<file path="src/rtl/xnor_pop_pkg.sv">
// xnor_pop_pkg -- shared widths, FSM state encoding and popcount width helper.
// rev 1.0
`default_nettype none

package xnor_pop_pkg;

  localparam int POP_W = 16;

  typedef enum logic [1:0] {
    IDLE   = 2'd0,
    ISSUE  = 2'd1,
    DRAIN  = 2'd2,
    RESULT = 2'd3
  } state_e;

  function automatic int pop_width(input int n);
    return $clog2(n) + 1;
  endfunction

endpackage

`default_nettype wire

</file>
<file path="src/rtl/xnor_popcount_stage.sv">
// xnor_popcount_stage -- registered popcount of xnor(x, w), one cycle latency.
// rev 1.0
`default_nettype none

module xnor_popcount_stage
  import xnor_pop_pkg::*;
#(
  parameter int N = 256,
  localparam int CW = pop_width(N)
) (
  input  logic          clk,
  input  logic          rstn,
  input  logic          in_valid,
  input  logic [N-1:0]  x,
  input  logic [N-1:0]  w,
  output logic          out_valid,
  output logic [CW-1:0] count
);

  logic [N-1:0]  match;
  logic [CW-1:0] count_d;
  logic [CW-1:0] count_q;
  logic          valid_d;
  logic          valid_q;

  always_comb begin
    match   = ~(x ^ w);
    count_d = '0;
    for (int i = 0; i < N; i++) begin
      count_d = count_d + CW'(match[i]);
    end
    valid_d = in_valid;
  end

  always_ff @(posedge clk) begin
    if (!rstn) begin
      valid_q <= 1'b0;
      count_q <= '0;
    end else begin
      valid_q <= valid_d;
      count_q <= count_d;
    end
  end

  assign out_valid = valid_q;
  assign count     = count_q;

endmodule

`default_nettype wire

</file>
<file path="src/rtl/xnor_neuron_sequencer.sv">
// xnor_neuron_sequencer -- issues K chunk reads, accumulates XNOR popcounts, thresholds the sum.
// rev 1.0
`default_nettype none

module xnor_neuron_sequencer
  import xnor_pop_pkg::*;
#(
  parameter int N          = 256,
  parameter int CHUNKS_MAX = 8,
  parameter int AW         = 3,
  parameter int POP        = POP_W,
  parameter int RD_LAT     = 2
) (
  input  logic           clk,
  input  logic           rstn,
  input  logic           start,
  input  logic [AW:0]    num_chunks,
  input  logic [POP-1:0] threshold,
  output logic           busy,
  output logic           rd_en,
  output logic [AW-1:0]  rd_addr,
  input  logic [N-1:0]   rd_x,
  input  logic [N-1:0]   rd_w,
  output logic           out_valid,
  input  logic           out_ready,
  output logic           out_bit,
  output logic [POP-1:0] out_sum
);

  localparam int          CW   = pop_width(N);
  localparam logic [AW:0] KMAX = (AW+1)'(CHUNKS_MAX);

  state_e            state_q, state_d;
  logic [AW:0]       k_q, k_d;
  logic [AW-1:0]     addr_q, addr_d;
  logic [POP-1:0]    thr_q, thr_d;
  logic [POP-1:0]    acc_q, acc_d;
  logic [RD_LAT-1:0] vld_q, vld_d;

  logic              pop_valid;
  logic [CW-1:0]     pop_count;
  logic [AW:0]       k_in;
  logic              start_acc;
  logic              last_issue;
  logic [POP:0]      acc_sum;

  assign k_in       = (num_chunks > KMAX) ? KMAX : num_chunks;
  assign start_acc  = (state_q == IDLE) && start;
  assign last_issue = ({1'b0, addr_q} == (k_q - 1'b1));

  always_ff @(posedge clk) begin
    if (!rstn) begin
      state_q <= IDLE;
    end else begin
      state_q <= state_d;
    end
  end

  always_comb begin
    state_d = state_q;
    case (state_q)
      IDLE:    if (start) state_d = (k_in == '0) ? RESULT : ISSUE;
      ISSUE:   if (last_issue) state_d = DRAIN;
      // Reads are back to back, so an empty valid pipe with a pending count marks the last chunk.
      DRAIN:   if ((vld_q == '0) && pop_valid) state_d = RESULT;
      RESULT:  if (out_ready) state_d = IDLE;
      default: state_d = IDLE;
    endcase
  end

  always_comb begin
    busy      = (state_q != IDLE);
    rd_en     = (state_q == ISSUE);
    rd_addr   = addr_q;
    out_valid = (state_q == RESULT);
    out_sum   = acc_q;
    out_bit   = (acc_q > thr_q);
  end

  always_comb begin
    k_d    = k_q;
    thr_d  = thr_q;
    if (start_acc) begin
      k_d   = k_in;
      thr_d = threshold;
    end
    addr_d  = ((state_q == ISSUE) && !last_issue) ? addr_q + 1'b1 : '0;
    vld_d   = (vld_q << 1) | RD_LAT'(rd_en);
    acc_sum = {1'b0, acc_q} + (POP+1)'(pop_count);
    acc_d   = acc_q;
    if (start_acc) begin
      acc_d = '0;
    end else if (pop_valid) begin
      acc_d = acc_sum[POP] ? '1 : acc_sum[POP-1:0];
    end
  end

  always_ff @(posedge clk) begin
    if (!rstn) begin
      k_q    <= '0;
      thr_q  <= '0;
      addr_q <= '0;
      acc_q  <= '0;
      vld_q  <= '0;
    end else begin
      k_q    <= k_d;
      thr_q  <= thr_d;
      addr_q <= addr_d;
      acc_q  <= acc_d;
      vld_q  <= vld_d;
    end
  end

  xnor_popcount_stage #(
    .N (N)
  ) u_pop (
    .clk       (clk),
    .rstn      (rstn),
    .in_valid  (vld_q[RD_LAT-1]),
    .x         (rd_x),
    .w         (rd_w),
    .out_valid (pop_valid),
    .count     (pop_count)
  );

endmodule

`default_nettype wire

</file>
<file path="config.mk">
export PLATFORM = sky130hd
export DESIGN_NAME = xnor_neuron_sequencer
export DESIGN_NICKNAME = d
export VERILOG_FILES = /design/src/rtl/xnor_pop_pkg.sv /design/src/rtl/xnor_popcount_stage.sv /design/src/rtl/xnor_neuron_sequencer.sv
export SDC_FILE = /design/constraint.sdc
export NUM_CORES = 1
export LEC_CHECK = 0
export CAP_MARGIN = 20
export CORE_AREA = 2 2 220 222
export DETAILED_ROUTE_END_ITERATION = 10
export DIE_AREA = 0 0 222 224
export PLACE_DENSITY_LB_ADDON = 0.25
export SYNTH_ARGS = -nofsm -noshare
export SYNTH_HDL_FRONTEND = slang
export SYNTH_SLANG_ARGS = --single-unit
</file>
<file path="constraint.sdc">
create_clock -name clk -period 14.8 [get_ports clk]
set_clock_uncertainty 0.1 [all_clocks]
set_input_delay 2.96 -clock clk [delete_from_list [all_inputs] [get_ports clk]]
set_output_delay 2.96 -clock clk [all_outputs]
set_load 0.01 [all_outputs]
</file>
==> metrics <==
WL/cell=16.7 microns; final period utilization=0.784; vias per cell=3.98; Placer Congestion=0.855; YS warnings=0; Overflow after GRT=0; vias in the first global route=10,500; drt first pass iters=4; DR DRC count=0; total routed wirelength=38,600 microns; TritonCTS Buffers=5; Setup-failing EPs final=0; largest net degree at the start of global routing=39; Setup CP Type=input port to register; crit path DAT=11.69 ns; Syn Std Cell Area=11,500 sq um; Die Width=222 microns; vias=9,188; Die Ht=224 microns; most frequent cells in the layout=558 x clkdlybuf4s50_1, 266 x inv_1, 243 x fa_1; cell row count=80; Initial Util=0.243; Layout area overhead=56.2%; ys async rst share=0; total core area=47,300 sq um; worst slew pin tran=0.787 ns; Final Hold Violating Endpoints=0; CTS tree=done; EDFF count, synth=0; min cycle time layout=11.60 ns; run status=completed; HP Class=register to register; first-pass GRT wire length=57,400 microns; IO Pins=559; Mapped Cells=1,137; critical path peak fanout=2; fin. max-slew vios=0; #FFs+latches synth=53; Worst EP required=14.89 ns; Starting DRT DRC Count=207; register area share after synthesis=0.0922; postcts setup bufs=0; Netlist cell types=47; # clock sinks=53; ys flop type=dfxtp_1; htree depth=2; Slew HR=0.474; Worst setup EP type=register; commonest non-fill, non-tap cell in the layout=clkdlybuf4s50_1; post-synth top area share=0.423; Resize count post-CTS=0; Longest Clk Path Bufs=2; Nets=2,543; Global Route Usage Sum=0.152; max-cap violations=0; CTS Root Cell=clkbuf_16; clk_lat worst skew=0.30 ns; layout cell share with drive strength beyond 1=0.00886; clk slew on worst S/H paths=0.07 ns; Fin Hold WS=0.361 ns; ranking of synthesized cells by area=fa_1 42%, xor2_1 12%, dfxtp_1 9.2%; post-route cell area=18,000 sq um; RSZ-0062 raised after global routing=no; cell taking the most area after synthesis=fa_1; # fillers=4,793; HPWL Detailed=37,400 microns; Max Fclk=86.2 MHz; total negative slack=0 ns; DRT antenna net count=0; Synthesized Nets=1,988; post-placement cell area=17,800 sq um; Port-buffer cells=558; CTS hold repair buffers=0; CP Launch Type=input port; Die ar.=49,700 sq um; Avg Cell Area, Syn=10.1 sq um; initial antenna violation count=3
==> stage by stage <==
stage | setup WS, ns | utilization | instances
3_3_place_gp | 2.81 | 0.377 | 2300
3_5_place_dp | 2.77 | 0.377 | 2300
2_1_floorplan | 3.62 | - | 1137
5_1_grt | 2.79 | 0.380 | 2309
4_1_cts | 3.06 | 0.380 | 2308
6_report | 3.20 | 0.380 | 2309
==> critical path, cell delays in order <==
cell and delay, ns:
clkdlybuf4s50_1 0.42, xnor2_1 0.15, ha_1 0.29, inv_1 0.05, fa_1 0.53, fa_1 0.53, fa_1 0.54, fa_1 0.52
fa_1 0.52, fa_1 0.56, fa_1 0.53, fa_1 0.52, fa_1 0.52, fa_1 0.54, inv_1 0.05, fa_1 0.51
fa_1 0.47, fa_1 0.41, a21o_1 0.19, a21oi_1 0.21, nor2b_1 0.07, o21a_1 0.17, or3_1 0.29, and3_1 0.17
==> synth_stat cells, types with 3 or more instances <==
cell	number
xnor2_1	116
o21ai_0	21
nor2_1	14
a31oi_1	5
nand2_1	54
nand3b_1	3
nand4_1	5
clkbuf_1	9
xor2_1	157
fa_1	243
and2_1	12
a21o_1	3
o21a_1	5
nor2b_1	6
dfxtp_1	53
a21oi_1	27
nor3_1	4
mux2i_1	3
inv_1	266
a21boi_0	20
and3_1	5
ha_1	72
o31ai_1	3
==> path summary, 6_finish.rpt <==
check	to	from	slack (ns)	cells past startpoint
worst max-delay path	u_pop.count[6]$_SDFF_PN0_	rd_x[1]	3.20	24
worst min-delay path	u_pop.out_valid$_SDFF_PN0_	vld_q[1]$_SDFF_PN0_	0.36	1
worst max register to register	out_sum[14]$_SDFFE_PP0P_	out_sum[0]$_SDFFE_PP0P_	12.32	9
worst min register to register	u_pop.out_valid$_SDFF_PN0_	vld_q[1]$_SDFF_PN0_	0.36	1
==> final cells by class <==
type,count,area [sq um],area share
multi-input cells,807,9410,0.523
repair buffers,559,5590,0.311
flip-flops and latches,53,1060,0.0590
inverters,266,998,0.0555
well taps,615,769,0.0428
clock buffers,5,125,0.00696
clock inverters,3,25.0,0.00139
diodes,1,2.50,0.000139
==> layer usage <==
metal | GRT usage | vias to the layer above | wire length, microns | share of wire
li1 | - | 4496 | - | -
met1 | 0.170 | 4383 | 14600 | 0.38
met2 | 0.308 | 277 | 21800 | 0.56
met3 | 0.0215 | 28 | 1750 | 0.045
met4 | 0.0211 | 4 | 423 | 0.011
met5 | 0 | - | 26 | 0.00067
==> flip-flops by register name, summed over array words and instances, names as in the netlist <==
register         count
out_sum             16
thr_q               16
u_pop.count          9
k_q                  4
rd_addr              3
state_q              2
vld_q                2
u_pop.out_valid      1
==> cell families (layout without fill, tap and decap cells) <==
family | after synthesis | after routing | synth area share
XOR/XNOR | 273 | 273 | 0.208
AND/OR/NAND/NOR | 113 | 113 | 0.0487
flip-flops | 53 | 53 | 0.0922
other | 0 | 1 | 0
buffers and inverters | 277 | 833 | 0.0903
AO/OA/AOI/OAI | 102 | 102 | 0.0566
multiplexers | 4 | 4 | 0.00359
adder cells (fa/ha/maj) | 315 | 315 | 0.501
Power is left out: the tool's default activity adds up to more than one toggle a clock period on the data nets, which glitch-free logic cannot reach.
